==> src/rtl/mips_pkg.sv <==
// Shared encodings for the multicycle fetch path: next-PC selects,
// fetch FSM states and error codes.
package mips_pkg;

  typedef enum logic [1:0] {
    NPC_PLUS4 = 2'b00,
    NPC_BR    = 2'b01,
    NPC_J     = 2'b10,
    NPC_JR    = 2'b11
  } npcop_e;

  typedef enum logic [1:0] {
    ST_IDLE = 2'b00,
    ST_REQ  = 2'b01,
    ST_WAIT = 2'b10
  } fetch_state_e;

  localparam logic [1:0] ERR_NONE     = 2'b00;
  localparam logic [1:0] ERR_MISALIGN = 2'b01;
  localparam logic [1:0] ERR_TIMEOUT  = 2'b10;

  // Wide enough for MAX_WAIT up to 255.
  localparam int CNT_W = 8;

endpackage

==> src/rtl/mc_fetch_unit_if.sv <==
// Instruction memory request/response bus. The fetch unit is the master.
interface mc_fetch_unit_if #(
  parameter int ADDR_W = 32
);
  logic              imem_req_valid;
  logic              imem_req_ready;
  logic [ADDR_W-1:0] imem_addr;
  logic              imem_rsp_valid;
  logic [31:0]       imem_rsp_data;

  modport master (
    output imem_req_valid,
    output imem_addr,
    input  imem_req_ready,
    input  imem_rsp_valid,
    input  imem_rsp_data
  );

  modport slave (
    input  imem_req_valid,
    input  imem_addr,
    output imem_req_ready,
    output imem_rsp_valid,
    output imem_rsp_data
  );
endinterface

==> src/rtl/mc_npc_calc.sv <==
// Combinational next-PC selection: pc+4, branch, jump, register jump.
module mc_npc_calc
  import mips_pkg::*;
#(
  parameter int ADDR_W = 32
) (
  input  logic [ADDR_W-1:0] pc,
  input  logic [31:0]       ir,
  input  logic [1:0]        npcop,
  input  logic              br_taken,
  input  logic [ADDR_W-1:0] rs_data,
  output logic [ADDR_W-1:0] npc
);

  // Keeps the PC bits above the 256 MB jump region; works for ADDR_W == 28.
  localparam logic [ADDR_W-1:0] REGION_MASK = ~ADDR_W'(28'hFFF_FFFF);

  logic [ADDR_W-1:0] pc_plus4;
  logic [ADDR_W-1:0] br_off;
  logic [ADDR_W-1:0] j_tgt;

  // Candidate targets and selection; all arithmetic wraps at ADDR_W bits.
  always_comb begin
    pc_plus4 = pc + ADDR_W'(4);
    br_off   = {{(ADDR_W-18){ir[15]}}, ir[15:0], 2'b00};
    j_tgt    = (pc & REGION_MASK) | ADDR_W'({ir[25:0], 2'b00});
    npc      = pc_plus4;
    case (npcop_e'(npcop))
      NPC_PLUS4: npc = pc_plus4;
      NPC_BR:    npc = br_taken ? (pc + br_off) : pc_plus4;
      NPC_J:     npc = j_tgt;
      NPC_JR:    npc = rs_data;
      default:   npc = pc_plus4;
    endcase
  end

endmodule

==> src/rtl/mc_fetch_unit.sv <==
// Multicycle fetch unit: PC, instruction register and a valid/ready
// instruction memory handshake with timeout and misalignment detection.
module mc_fetch_unit
  import mips_pkg::*;
#(
  parameter int              ADDR_W   = 32,
  parameter int              DATA_W   = 32,
  parameter logic [ADDR_W-1:0] RESET_PC = ADDR_W'(32'h0000_3000),
  parameter int              MAX_WAIT = 15
) (
  input  logic              clk,
  input  logic              rst,
  input  logic              fetch_req,
  input  logic              pc_wr,
  input  logic [1:0]        npcop,
  input  logic              br_taken,
  input  logic [ADDR_W-1:0] rs_data,
  mc_fetch_unit_if.master   imem,
  output logic [DATA_W-1:0] ir,
  output logic              ir_valid,
  output logic [ADDR_W-1:0] pc,
  output logic              busy,
  output logic              fetch_done,
  output logic              fetch_err,
  output logic [1:0]        err_code
);

  // Last counter value at which the fetch may still complete.
  localparam logic [CNT_W-1:0] CNT_LAST = CNT_W'(MAX_WAIT - 1);

  fetch_state_e      state_q;
  logic [ADDR_W-1:0] pc_q;
  logic [ADDR_W-1:0] npc_d;
  logic [ADDR_W-1:0] addr_q;
  logic              req_valid_q;
  logic [DATA_W-1:0] ir_q;
  logic              ir_valid_q;
  logic              done_q;
  logic              err_q;
  logic [1:0]        code_q;
  logic [CNT_W-1:0]  cnt_q;

  mc_npc_calc #(
    .ADDR_W(ADDR_W)
  ) u_npc (
    .pc      (pc_q),
    .ir      (ir_q[31:0]),
    .npcop   (npcop),
    .br_taken(br_taken),
    .rs_data (rs_data),
    .npc     (npc_d)
  );

  // Fetch FSM, wait counter, PC and IR; all outputs are registered.
  // The counter runs from the first REQ cycle; a timeout on the same edge
  // as the handshake wins, while a response on the last cycle wins.
  always_ff @(posedge clk) begin
    if (!rst) begin
      state_q     <= ST_IDLE;
      pc_q        <= RESET_PC;
      addr_q      <= '0;
      req_valid_q <= 1'b0;
      ir_q        <= '0;
      ir_valid_q  <= 1'b0;
      done_q      <= 1'b0;
      err_q       <= 1'b0;
      code_q      <= ERR_NONE;
      cnt_q       <= '0;
    end else begin
      done_q <= 1'b0;
      if (pc_wr) begin
        pc_q <= npc_d;
      end
      case (state_q)
        ST_IDLE: begin
          if (fetch_req) begin
            if (pc_q[1:0] != 2'b00) begin
              err_q  <= 1'b1;
              code_q <= ERR_MISALIGN;
            end else begin
              addr_q      <= pc_q;
              req_valid_q <= 1'b1;
              ir_valid_q  <= 1'b0;
              err_q       <= 1'b0;
              code_q      <= ERR_NONE;
              cnt_q       <= '0;
              state_q     <= ST_REQ;
            end
          end
        end
        ST_REQ: begin
          cnt_q <= cnt_q + 1'b1;
          if (cnt_q == CNT_LAST) begin
            req_valid_q <= 1'b0;
            ir_valid_q  <= 1'b0;
            err_q       <= 1'b1;
            code_q      <= ERR_TIMEOUT;
            state_q     <= ST_IDLE;
          end else if (imem.imem_req_ready) begin
            req_valid_q <= 1'b0;
            state_q     <= ST_WAIT;
          end
        end
        ST_WAIT: begin
          cnt_q <= cnt_q + 1'b1;
          if (imem.imem_rsp_valid) begin
            ir_q       <= imem.imem_rsp_data[DATA_W-1:0];
            ir_valid_q <= 1'b1;
            done_q     <= 1'b1;
            state_q    <= ST_IDLE;
          end else if (cnt_q == CNT_LAST) begin
            ir_valid_q <= 1'b0;
            err_q      <= 1'b1;
            code_q     <= ERR_TIMEOUT;
            state_q    <= ST_IDLE;
          end
        end
        default: begin
          req_valid_q <= 1'b0;
          state_q     <= ST_IDLE;
        end
      endcase
    end
  end

  assign imem.imem_req_valid = req_valid_q;
  assign imem.imem_addr      = addr_q;
  assign ir                  = ir_q;
  assign ir_valid            = ir_valid_q;
  assign pc                  = pc_q;
  assign busy                = (state_q != ST_IDLE);
  assign fetch_done          = done_q;
  assign fetch_err           = err_q;
  assign err_code            = code_q;

endmodule

==> src/flat_wrapper.sv <==
// flat-port wrapper written by rule: the top's interface ports become plain ports
module mc_fetch_unit_flat import mips_pkg::*;
#(
  parameter int              ADDR_W   = 32,
  parameter int              DATA_W   = 32,
  parameter logic [ADDR_W-1:0] RESET_PC = ADDR_W'(32'h0000_3000),
  parameter int              MAX_WAIT = 15
)
  (clk, rst, fetch_req, pc_wr, npcop, br_taken, rs_data, ir, ir_valid, pc, busy, fetch_done, fetch_err, err_code, imem_imem_req_valid, imem_imem_addr, imem_imem_req_ready, imem_imem_rsp_valid, imem_imem_rsp_data);
  mc_fetch_unit_if #(.ADDR_W(ADDR_W)) imem_i ();
  input  logic clk;
  input  logic rst;
  input  logic fetch_req;
  input  logic pc_wr;
  input  logic [1:0] npcop;
  input  logic br_taken;
  input  logic [ADDR_W-1:0] rs_data;
  output logic [DATA_W-1:0] ir;
  output logic ir_valid;
  output logic [ADDR_W-1:0] pc;
  output logic busy;
  output logic fetch_done;
  output logic fetch_err;
  output logic [1:0] err_code;
  output wire logic [$bits(imem_i.imem_req_valid)-1:0] imem_imem_req_valid;
  output wire logic [$bits(imem_i.imem_addr)-1:0] imem_imem_addr;
  input wire logic [$bits(imem_i.imem_req_ready)-1:0] imem_imem_req_ready;
  input wire logic [$bits(imem_i.imem_rsp_valid)-1:0] imem_imem_rsp_valid;
  input wire logic [$bits(imem_i.imem_rsp_data)-1:0] imem_imem_rsp_data;
  assign imem_imem_req_valid = imem_i.imem_req_valid;
  assign imem_imem_addr = imem_i.imem_addr;
  assign imem_i.imem_req_ready = imem_imem_req_ready;
  assign imem_i.imem_rsp_valid = imem_imem_rsp_valid;
  assign imem_i.imem_rsp_data = imem_imem_rsp_data;
  mc_fetch_unit #(.ADDR_W(ADDR_W), .DATA_W(DATA_W), .RESET_PC(RESET_PC), .MAX_WAIT(MAX_WAIT)) u_core (.clk(clk), .rst(rst), .fetch_req(fetch_req), .pc_wr(pc_wr), .npcop(npcop), .br_taken(br_taken), .rs_data(rs_data), .imem(imem_i), .ir(ir), .ir_valid(ir_valid), .pc(pc), .busy(busy), .fetch_done(fetch_done), .fetch_err(fetch_err), .err_code(err_code));
endmodule
==> config.mk <==
export PLATFORM = sky130hd
export DESIGN_NAME = mc_fetch_unit_flat
export DESIGN_NICKNAME = d
export VERILOG_FILES = /design/src/rtl/mips_pkg.sv /design/src/rtl/mc_fetch_unit_if.sv /design/src/rtl/mc_npc_calc.sv /design/src/rtl/mc_fetch_unit.sv /design/src/flat_wrapper.sv
export SDC_FILE = /design/constraint.sdc
export NUM_CORES = 1
export LEC_CHECK = 0
export BUFFER_PORTS_ARGS = -buffer_cell sky130_fd_sc_hd__buf_4
export CAP_MARGIN = 20
export CORE_ASPECT_RATIO = 1.25
export CORE_MARGIN = 3
export CORE_UTILIZATION = 35
export DETAILED_ROUTE_END_ITERATION = 8
export PLACE_DENSITY = 0.64
export SKIP_LAST_GASP = 1
export SLEW_MARGIN = 20
export SYNTH_ARGS = -nofsm -noshare
export SYNTH_HDL_FRONTEND = slang
export SYNTH_SLANG_ARGS = --single-unit
==> constraint.sdc <==
create_clock -name clk -period 3.23 [get_ports clk]
set_clock_uncertainty 0.15 [all_clocks]
set_input_delay 0.323 -clock clk [delete_from_list [all_inputs] [get_ports clk]]
set_output_delay 0.323 -clock clk [all_outputs]
set_load 0.005 [all_outputs]
==> flow_summary.ini <==
[status]
outcome = completed

[global_route]
first_global_vias = 7678
antenna_found_initial = 0
grt-ovfl-total = 0
track_usage = 0.236
grt_pass1_wl_mm = 42.3
grt_max_degree = 60

[min_path]
hp-class = in -> reg
min-delay-start = imem_imem_rsp_data[30]
min_to = u_core.ir[30]$_SDFFE_PN0P_
holdPathStages = 3

[route]
avgViaCountPerCell = 5.58
routedWlPerCell_um = 19.2
ant_nets = 0
dr.first_iter.drc_count = 581
drt_wl_total_mm = 27.5
drc = 0
route.vias.total = 7975
dr.pass1.iters = 5

[critical_path]
rr_startpoint = u_core.ir[0]$_SDFFE_PN0P_
worstSetupPathType = reg -> reg
worstPathMaxFanout = 4
crit_arrival_ns = 3.07
critical_path.startpoint_type = flip-flop
end_kind = flip-flop
reg2reg_depth = 12
regToRegEndpoint = u_core.pc[28]$_SDFFE_PN0P_
crit_required_ns = 3.34
r2r_setup_slack_ns = 0.27

[sta]
setup_viol = 0
final_max_slew_viol_count = 0
rsz0062_at_grt = false
fin_crit_sh = 0.916
fin_tns_setup_ns = 0
holdWs_ns = 0.0559
max_slew_margin = 0.527
hold_viol = 0
worst_pin_slew_ns = 0.709
post-route-min-period_ns = 2.96
fmax_mhz = 338

[synth]
syn_inst = 984
synth_top_family_by_area = compound AO/OA/AOI/OAI gates
synth_mux_area_frac = 0.0306
synth_xor_area_frac = 0.0644
synth_warnings = 0
synth_compound_area_frac = 0.256
synth_adder_area_share = 0.0640
ys.flop_type = dfxtp_1
ys_async_sr_fraction = 0
postSynthAreaPerCell_sq_um = 7.47
netlist_area_sq_um = 7350
synth_edf_count = 0
syn-num-nets = 1094
synthSimpleGateAreaFrac = 0.235
synth_cell_type_count = 75
ys_seq_area_frac = 0.305
synth_seq_cells = 112

[run]
drv_cap = 0

[power_and_ir_drop]
leakage_nw = 4.00
ir_drop_uv = 248
total_power_mw = 3.83
p_per_area_nw_per_um2 = 409

[placement]
hpwlAfterDp_mm = 20.7
dp.cells = 1415
gp_congestion = 0.994
port_buffers = 175

[floorplanning]
core.rowCount = 58
die_h_um = 168
die_w_um = 136
io-pin-count = 176
core_sq_um = 20400
start_util = 0.360
die_area_sq_um = 22800

[clocking]
clk_pin_slew_ns = 0.08
cts-resized-gates = 0
clockBufferDepth = 2
cts_hold_buf = 0
cts_tree = yes
root_buffer = clkbuf_16
cts_made_buffers = 9
clock-sinks = 112
clock_latency_ns = 0.36
htreeDepth = 3
post_cts_buffers = 0

[final_layout]
nets = 1266
area_delta_synth_final_pct = 27.7
final_util = 0.460
area.sequential_sq_um = 2240
fill_cells = 2102
multiInputGateArea_sq_um = 4770
drive_gt1_frac = 0.228
final_common_cell = buf_4
antenna_cells = 0
layout_common_cells = 222 x buf_4, 196 x nand2_1, 139 x a21oi_1
stdcell_count = 1430
layout make-up:
class,count,area share
Multi-Input combinational cell,789,0.509
Clock inverter,6,0.00587
Clock buffer,9,0.0240
Sequential cell,112,0.239
Tap cell,270,0.0360
Timing Repair Buffer,222,0.178
Inverter,22,0.00880
where the power goes:
group	total, mW	internal, mW	switching, mW
Combinational	1.16	0.483	0.675
Clock	1.11	0.535	0.575
Sequential	1.57	1.48	0.0852
critical path, cell delays in order (launching register included):
cell and delay, ns:
dfxtp_1 0.39, ha_1 0.23, inv_1 0.07, fa_1 0.39, nand2b_1 0.18, a21oi_1 0.21, buf_4 0.17, o211ai_1 0.15
a21oi_1 0.16, a211oi_1 0.10, a31oi_1 0.28, nor3_1 0.09, a211o_1 0.28
synth_stat cells, drive strengths merged, types with 9 or more instances:
| library cell | count | area (sq um) |
|---|---|---|
| nand2 | 197 | 742 |
| a21oi | 139 | 696 |
| dfxtp | 112 | 2240 |
| nor2 | 68 | 258 |
| o21ai | 60 | 300 |
| clkbuf | 45 | 169 |
| ha | 36 | 450 |
| xor2 | 32 | 280 |
| nand3 | 22 | 110 |
| xnor2 | 22 | 193 |
| inv | 20 | 75.1 |
| nand4 | 20 | 146 |
| a21o | 16 | 120 |
| buf | 16 | 81.3 |
| nor3 | 12 | 65.1 |
| o211ai | 12 | 95.1 |
| a211oi | 11 | 92.6 |
| and3 | 10 | 62.6 |
| mux2i | 9 | 90.1 |
| nor2b | 9 | 58.8 |
| o21a | 9 | 67.6 |
metal layers:
metal / global-route usage / part of all wire / vias to the layer above
li1: - / - / 3851
met1: 0.278 / 0.40 / 3766
met2: 0.419 / 0.50 / 286
met3: 0.0353 / 0.054 / 72
met4: 0.111 / 0.044 / 0
met5: 0 / 0 / -
how the worst max path moves through the flow:
stage,startpoint,end,slack (ns),cells after the start
finish,u_core.ir[0]$_SDFFE_PN0P_,u_core.pc[28]$_SDFFE_PN0P_,0.27,12
floorplan,u_core.pc[2]$_SDFFE_PN0P_,u_core.pc[10]$_SDFFE_PN0P_,0.39,11
global placement,u_core.ir[0]$_SDFFE_PN0P_,u_core.pc[30]$_SDFFE_PN0P_,0.37,11
detailed placement,u_core.ir[0]$_SDFFE_PN0P_,u_core.pc[30]$_SDFFE_PN0P_,0.31,11
CTS,u_core.ir[0]$_SDFFE_PN0P_,u_core.pc[30]$_SDFFE_PN0P_,0.28,11
global route,u_core.ir[0]$_SDFFE_PN0P_,u_core.pc[10]$_SDFFE_PN0P_,0.05,11
registers in the layout (all words and copies together) (netlist names):
name,cells
u_core.imem.imem_req_valid,1
u_core.imem.imem_addr,32
u_core.err_code,2
u_core.ir_valid,1
u_core.fetch_done,1
u_core.pc,32
u_core.cnt_q,8
u_core.state_q,2
u_core.ir,32
u_core.fetch_err,1
through the flow:
step                      instance area [sq um]  setup slack [ns]
after floorplan                            7350             0.388
after global placement                     9100             0.371
after detailed placement                   9100             0.312
after CTS                                  9380             0.279
after global routing                       9380            0.0543
final                                      9380             0.270
cell families after synthesis:
| kind of cell | count (synthesis) |
|---|---|
| buf+inv | 83 |
| flops | 112 |
| mux | 16 |
| xor+xnor | 54 |
| simple gates | 375 |
| compound gates | 307 |
| fa+ha+maj | 37 |
(Power assumes the default switching activity.)
